<file path="src/rtl/dmem_arbiter.sv">
// dmem_arbiter: two-port arbiter and sequencer in front of the byte-addressed
// data memory. Port 0 is the load/store unit and port 1 a secondary master.
// A winning command is registered in IDLE, driven to memory for one cycle in
// ISSUE, and acknowledged for one cycle in RESP. Misaligned and illegal-mode
// accesses are flagged when latched and never write the memory.
// Build option ARB_ROUND_ROBIN_EN: defined selects round-robin arbitration,
// undefined selects fixed priority with port 0 winning simultaneous requests.
module dmem_arbiter #(
  parameter int WIDTH = 32
) (
  input  logic             clk,
  input  logic             rst_n,
  input  logic             p0_req,
  input  logic             p0_we,
  input  logic [2:0]       p0_mode,
  input  logic [WIDTH-1:0] p0_addr,
  input  logic [WIDTH-1:0] p0_wdata,
  output logic             p0_ack,
  output logic             p0_err,
  output logic [WIDTH-1:0] p0_rdata,
  input  logic             p1_req,
  input  logic             p1_we,
  input  logic [2:0]       p1_mode,
  input  logic [WIDTH-1:0] p1_addr,
  input  logic [WIDTH-1:0] p1_wdata,
  output logic             p1_ack,
  output logic             p1_err,
  output logic [WIDTH-1:0] p1_rdata,
  output logic [2:0]       mem_modeAddr,
  output logic [WIDTH-1:0] mem_A,
  output logic [WIDTH-1:0] mem_WD,
  output logic             mem_WE,
  input  logic [WIDTH-1:0] mem_RD,
  output logic             busy
);

  typedef enum logic [1:0] {
    IDLE  = 2'd0,
    ISSUE = 2'd1,
    RESP  = 2'd2
  } state_t;

  state_t             state_q, state_d;
  logic               cmd_we_q, cmd_we_d;
  logic [2:0]         cmd_mode_q, cmd_mode_d;
  logic [WIDTH-1:0]   cmd_addr_q, cmd_addr_d;
  logic [WIDTH-1:0]   cmd_wdata_q, cmd_wdata_d;
  logic               cmd_port_q, cmd_port_d;
  logic               cmd_err_q, cmd_err_d;
  logic [WIDTH-1:0]   rdata_q, rdata_d;

  logic               grant_valid;
  logic               grant_port;
  logic               sel_we;
  logic [2:0]         sel_mode;
  logic [WIDTH-1:0]   sel_addr;
  logic [WIDTH-1:0]   sel_wdata;

  // An access is rejected for an unknown mode or a misaligned word/half address.
  function automatic logic access_error(input logic [2:0] mode, input logic [1:0] addr_lo);
    logic err;
    err = 1'b1;
    case (mode)
      3'b001:         err = (addr_lo != 2'b00);
      3'b010, 3'b100: err = addr_lo[0];
      3'b011, 3'b101: err = 1'b0;
      default:        err = 1'b1;
    endcase
    return err;
  endfunction

`ifdef ARB_ROUND_ROBIN_EN
  // Last-served port; reset value means port 0 was served last.
  logic last_q, last_d;

  // Pointer follows the winner only when a command is actually latched.
  always_comb begin
    last_d = last_q;
    if (state_q == IDLE && grant_valid) begin
      last_d = grant_port;
    end
  end

  // Round-robin pointer register.
  always_ff @(posedge clk or negedge rst_n) begin
    if (!rst_n) begin
      last_q <= 1'b0;
    end else begin
      last_q <= last_d;
    end
  end
`endif

  // Pick the winning port and steer its command fields.
  always_comb begin
    grant_valid = p0_req | p1_req;
    grant_port  = 1'b0;
    if (p0_req && p1_req) begin
`ifdef ARB_ROUND_ROBIN_EN
      grant_port = ~last_q;
`else
      grant_port = 1'b0;
`endif
    end else if (p1_req) begin
      grant_port = 1'b1;
    end
    sel_we    = grant_port ? p1_we    : p0_we;
    sel_mode  = grant_port ? p1_mode  : p0_mode;
    sel_addr  = grant_port ? p1_addr  : p0_addr;
    sel_wdata = grant_port ? p1_wdata : p0_wdata;
  end

  // Sequencer next-state: latch in IDLE, capture read data in ISSUE, ack in RESP.
  always_comb begin
    state_d     = state_q;
    cmd_we_d    = cmd_we_q;
    cmd_mode_d  = cmd_mode_q;
    cmd_addr_d  = cmd_addr_q;
    cmd_wdata_d = cmd_wdata_q;
    cmd_port_d  = cmd_port_q;
    cmd_err_d   = cmd_err_q;
    rdata_d     = rdata_q;
    case (state_q)
      IDLE: begin
        if (grant_valid) begin
          cmd_we_d    = sel_we;
          cmd_mode_d  = sel_mode;
          cmd_addr_d  = sel_addr;
          cmd_wdata_d = sel_wdata;
          cmd_port_d  = grant_port;
          cmd_err_d   = access_error(sel_mode, sel_addr[1:0]);
          state_d     = ISSUE;
        end
      end
      ISSUE: begin
        rdata_d = (cmd_we_q || cmd_err_q) ? '0 : mem_RD;
        state_d = RESP;
      end
      RESP: begin
        state_d = IDLE;
      end
      default: begin
        state_d = IDLE;
      end
    endcase
  end

  // State, command register and read-data capture.
  always_ff @(posedge clk or negedge rst_n) begin
    if (!rst_n) begin
      state_q     <= IDLE;
      cmd_we_q    <= 1'b0;
      cmd_mode_q  <= 3'b000;
      cmd_addr_q  <= '0;
      cmd_wdata_q <= '0;
      cmd_port_q  <= 1'b0;
      cmd_err_q   <= 1'b0;
      rdata_q     <= '0;
    end else begin
      state_q     <= state_d;
      cmd_we_q    <= cmd_we_d;
      cmd_mode_q  <= cmd_mode_d;
      cmd_addr_q  <= cmd_addr_d;
      cmd_wdata_q <= cmd_wdata_d;
      cmd_port_q  <= cmd_port_d;
      cmd_err_q   <= cmd_err_d;
      rdata_q     <= rdata_d;
    end
  end

  // Memory and port outputs decoded from state so reset kills them instantly.
  always_comb begin
    mem_A        = cmd_addr_q;
    mem_WD       = cmd_wdata_q;
    mem_modeAddr = cmd_mode_q;
    mem_WE       = (state_q == ISSUE) && cmd_we_q && !cmd_err_q;
    busy         = (state_q != IDLE);
    p0_ack       = (state_q == RESP) && !cmd_port_q;
    p1_ack       = (state_q == RESP) &&  cmd_port_q;
    p0_err       = p0_ack && cmd_err_q;
    p1_err       = p1_ack && cmd_err_q;
    p0_rdata     = p0_ack ? rdata_q : '0;
    p1_rdata     = p1_ack ? rdata_q : '0;
  end

endmodule

</file>
<file path="config.mk">
export PLATFORM = sky130hd
export DESIGN_NAME = dmem_arbiter
export DESIGN_NICKNAME = d
export VERILOG_FILES = /design/src/rtl/dmem_arbiter.sv
export SDC_FILE = /design/constraint.sdc
export NUM_CORES = 1
export LEC_CHECK = 0
export CORE_MARGIN = 5
export CORE_UTILIZATION = 40
export DETAILED_ROUTE_END_ITERATION = 8
export PLACE_DENSITY = 0.95
export SLEW_MARGIN = 0
export SYNTH_ARGS = -nofsm -noshare
export SYNTH_HDL_FRONTEND = slang
export SYNTH_SLANG_ARGS = --single-unit
</file>
<file path="constraint.sdc">
create_clock -name clk -period 3.8 [get_ports clk]
set_input_delay 0.95 -clock clk [delete_from_list [all_inputs] [get_ports clk]]
set_output_delay 0.95 -clock clk [all_outputs]
set_load 0.05 [all_outputs]
</file>
Word level (Yosys, flattened, before mapping)
Index checks and enable logic that the tools add are counted.
W data, S select, Z words.
{ "word_totals": {"wordCells": 45, "out_inout_bits": 137, "regBits": 104, "input_bits": 172} }
{ "classes": {"n_eq_ne": 8, "reduce_logical": 16, "bitwise_logic": 1, "muxes": 12} }
{ "ops": {"columns": ["cell", "count"], "rows": [
  ["$mux W32", 5],
  ["$logic_and A1 B1 Y1", 7],
  ["$eq A3 B2 Y1 const B", 2],
  ["$eq A3 B3 Y1 const B", 2],
  ["$pmux W2 S2", 1],
  ["$reduce_bool A2 Y1", 2],
  ["$reduce_or A2 Y1", 2],
  ["$eq A3 B1 Y1 const B", 1],
  ["$mux W1", 3],
  ["$mux W3", 1],
  ["$pmux W1 S3", 1],
  ["$eq A2 B1 Y1 const B", 1],
  ["$eq A2 B2 Y1 const B", 1],
  ["$logic_not A1 Y1", 2],
  ["$logic_not A2 Y1", 1],
  ["$mux W2", 1],
  ["$ne A2 B2 Y1 const B", 1],
  ["$reduce_and A2 Y1", 1],
  ["$logic_or A1 B1 Y1", 1],
  ["$or A1 B1 Y1", 1]
]} }

Depth between registers and ports, before layout
{ "depth": {"ltp_word": 6, "depth_mapped": 7, "ltp_nobuf": 4} }

Least setup slack after synthesis
OpenSTA, ideal clock, no wires.
{ "synth_path": {"path_type": "reg-to-output", "startpoint": "register state_q[1]", "endpoint": "output port mem_WE", "t_required_ns": 2.850, "n_path_buf": 2, "arrival_ns": 2.058, "setup_slack_ns": 0.792, "stages_incl_launch_ff": 5, "path_cell_list": "dfrtp_1 > nand2b_1 > buf_2 > buf_1 > nor3b_1"} }
{ "synth_between": {"elab_chain_len": 3} }
{ "synth_lines": {"columns": ["item", "line_no", "rtl"], "rows": [
  ["start: declaration", "43", "state_t state_q, state_d;"],
  ["start signal: assignment", "160", "state_q <= state_d;"],
  ["$eq A2 B1 Y1", "176", "mem_WE = (state_q == ISSUE) && cmd_we_q && !cmd_err_q;"],
  ["$logic_and A1 B1 Y1 (2 in a row)", "176", null],
  ["end: declaration", "32", "output logic mem_WE,"]
]} }
Every way passes these cells.

Final worst setup path
{ "layout_path": {"startpoint": "register state_q[0]", "endpoint": "output port p1_rdata[10]"} }
{ "layout_between": {"elab_chain_len": 3} }
{ "layout_lines": {"columns": ["item", "line_no", "rtl"], "rows": [
  ["$eq A2 B2 Y1", "179", "p1_ack = (state_q == RESP) && cmd_port_q;"],
  ["$logic_and A1 B1 Y1", "179", null],
  ["$mux W32", "183", "p1_rdata = p1_ack ? rdata_q : '0;"],
  ["end: declaration", "28", "output logic [WIDTH-1:0] p1_rdata,"]
]} }
Every way passes these cells.

==> results.md <==
- The die covers 0.0147 mm2.
- The count of state elements after synthesis is 104.
- Max-cap violations in this run came to 0.
- Clock tree synthesis inserted a total of 9 buffers.
- The top cell type's share of synthesized area is 0.525.
- The average instance area after synthesis is 10.7 um2.
- The floorplan step set the die width to 121 um.
- Using the TritonRoute via totals, the vias-per-cell ratio works out to 5.00.
- The count of unique library cells instantiated by Yosys is 27.
- The final count of hold timing violations was 0.
- The routed layout has 4634 vias.
- Yosys attributes the largest share of cell area to dfrtp_1 52%, mux2i_1 14%, and2_1 8.3%.
- Routability-driven placement finished with a final weighted congestion of 0.843.
- Summed over all instances, the cell type with the most area after synthesis is dfrtp_1.
- Summed over all layers, the global routing overflow is 0.
- The starting density of the core is 0.411.
- The number of sinks handled by clock tree synthesis is 104.
- Clock-pin slew was measured on the worst setup and hold paths at 0.06 ns.
- The floorplan die height is 121 um.
- The average wire per standard cell is 17.8 um.
- The critical path start-end classification is flop to primary output.
- At the pin with the least slew margin, the transition time is 1.22 ns.
- The critical path endpoint category is a primary output.
- Summed over all cells, the static leakage comes to 3.82 nW.
- The first detailed-routing pass took 4 iterations.
- The required time of the worst setup path is 2.85 ns.
- Once the clock tree was built, the resizer swapped 0 gates to a different size.
- The combined area of all synthesized cells is 0.00496 mm2.
- The worst hold path class is flop to flop.
- The flow ran to the end, and the final reports show no timing, DRC or antenna violations.
- The DRC violation total after the first TritonRoute iteration is 300.
- The number of primary I/O pins is 309.
- STA classifies the critical path startpoint as a flop.
- The TritonCTS clock tree is built.
- After detailed placement, the total cell area comes to 0.00814 mm2.
- The final routed DRC violation total is 0.
- The number of nets in the synthesized netlist is 637.
- For this run, the top clock speed supported by timing is 312 MHz.
- Dividing the final minimum period by the clock period gives 0.844.
- The register area share after synthesis is 0.525.
- In the synthesized netlist the dominant register cell turns out to be dfrtp_1.
- Along the worst path, the maximum fanout reaches 34.
- In this run, post-CTS hold repair placed 0 buffers.
- The synthesized design contains 0 enable-type register cells.
- The initial antenna violation count is 0.
- The initialized floorplan defines 40 standard-cell rows.
- The placed wire-length estimate after detailed placement is 12.7 mm.
- The total power per unit cell area is 761 mW/mm2.
- The first global-routing pass estimated 25.3 mm of wire.
- The area growth from synthesis to layout is 69.4%.
- The worst slew margin relative to its limit is 0.184.
- For the worst-skew pair, the clock arrives at the later sink with an insertion delay of 0.34 ns.
- The number of buffers inserted to repair setup after CTS is 0.
- Of all flip-flops after synthesis, the portion carrying an async set or reset was 1.00.
- The shortest period the worst path allows is 3.21 ns.
- In the final timing run, aggregate negative setup slack is 0 ns.
- The via count of the first global-routing pass came to 4849.
- After technology mapping, the gate count stands at 465.
- Once detail routing completed, the nets flagged for antenna violations numbered 0.
- CTS placed an instance of clkbuf_16 at the clock tree root.
- In the final design database the tool counted 928 nets.
- Of the cells placed in the final design, the portion with a size suffix greater than 1 is 0.0408.
- The number of buffer cells added on primary ports is 308.
- The total power draw is 6.39 mW.
- The routed wire length is 16.5 mm.
- On the final layout, the worst clock skew is 0.00682 ns.
- Data on the critical path arrives at its endpoint at 2.26 ns.
- The placeable core region is 0.0121 mm2.
- Across the VDD grid, the largest voltage drop is 0.540 mV.
- The CTS H-tree depth is 3.
- Counting along the longest clock path gives a buffer depth of 2.
- The largest net degree at the start of global routing is 140.
- For this run, the number of Yosys warnings is 0.
- The final number of setup-violating endpoints is 0.
- The finished cells cover 0.00840 mm2.
- Setup repair after global routing left no endpoint under its margin.
- 0 antenna diodes ended up in the layout.
- In the global route stage, overall resource usage came out at 0.219.
- The number of max-slew violations in the final report came to 0.
## per-layer routing
metal / share of wire / global-route usage / wire, um / up-vias
met4: 0.021 / 0.0602 / 349 / 0
met1: 0.35 / 0.225 / 5750 / 2197
met5: 0 / 0 / 0 / -
li1: - / - / - / 2179
met3: 0.11 / 0.0951 / 1740 / 25
met2: 0.53 / 0.403 / 8670 / 233
## kinds of logic after synthesis
family	count (synthesis)	synth area share
AND/OR/NAND/NOR	147	0.155
AO/OA/AOI/OAI	107	0.139
buffers and inverters	39	0.0439
multiplexers	68	0.137
flip-flops	104	0.525
## cell usage in the layout, fill, tap and decap left out, types with 2 or more instances in the layout
cell type | Yosys | routed
clkdlybuf4s50_1 | 0 | 304
clkinvlp_4 | 0 | 2
buf_12 | 0 | 2
nor3b_1 | 3 | 3
nor2b_1 | 2 | 2
o21ai_1 | 6 | 6
a22o_1 | 32 | 32
o21ai_0 | 62 | 62
clkbuf_16 | 0 | 9
and2_1 | 66 | 66
a21oi_1 | 3 | 3
dfrtp_1 | 104 | 104
nand2_1 | 69 | 69
mux2i_1 | 68 | 68
inv_1 | 3 | 3
buf_4 | 10 | 10
## power by group
part / total (mW) / internal [mW] / switching (mW)
sequential: 1.90 / 1.59 / 0.310
clock: 0.849 / 0.454 / 0.394
combinational: 3.64 / 1.23 / 2.41
## final timing paths
kind	end	startpoint	slack (ns)	cells past startpoint
setup / recovery	p1_rdata[10]	state_q[0]	0.59	4
hold / removal	mem_A[9]	mem_A[9]	0.48	2
setup reg to reg	rdata_q[28]	state_q[1]	1.65	4
hold reg to reg	mem_A[9]	mem_A[9]	0.48	2
max in group asynchronous	rdata_q[2]	rst_n	2.16	2
min in group asynchronous	mem_WD[20]	rst_n	0.83	1
## stage by stage
step	cells	hold WS, ns	setup WS, ns	util
final	927	0.477	0.593	0.696
after global routing	927	0.515	0.500	0.696
after CTS	927	0.483	0.559	0.696
after detailed placement	913	0.469	0.935	0.674
after global placement	913	0.461	0.986	0.674
after floorplan	465	0.479	0.792	-
## synth_stat cells, types with 2 or more instances
cell      count
buf_4        10
buf_1         3
nand2b_1      2
buf_6         3
inv_1         3
nor2b_1       2
mux2i_1      68
a22o_1       32
o21ai_1       6
and2_1       66
a21oi_1       3
nor3b_1       3
clkbuf_1     11
nand2_1      69
dfrtp_1     104
o21ai_0      62
buf_2         8
## registers in the layout (all words and copies together) (netlist names)
name,flops
mem_modeAddr,3
cmd_err_q,1
cmd_we_q,1
mem_WD,32
rdata_q,32
cmd_port_q,1
state_q,2
mem_A,32
## critical path, stage by stage (launching register included)
cell	delay, ns
dfrtp_1	0.42
and3b_1	0.22
buf_4	0.27
and2_1	0.19
clkdlybuf4s50_1	0.81
## cell type report
class	instances	area, um2
fillers	817	3660
repair buffers	316	3160
clock inverters	3	20.0
multi-input cells	322	2150
flip-flops and latches	104	2600
well taps	168	210
inverters	3	11.3
clock buffers	11	243
Note: power is estimated with default switching activity, not from simulation.
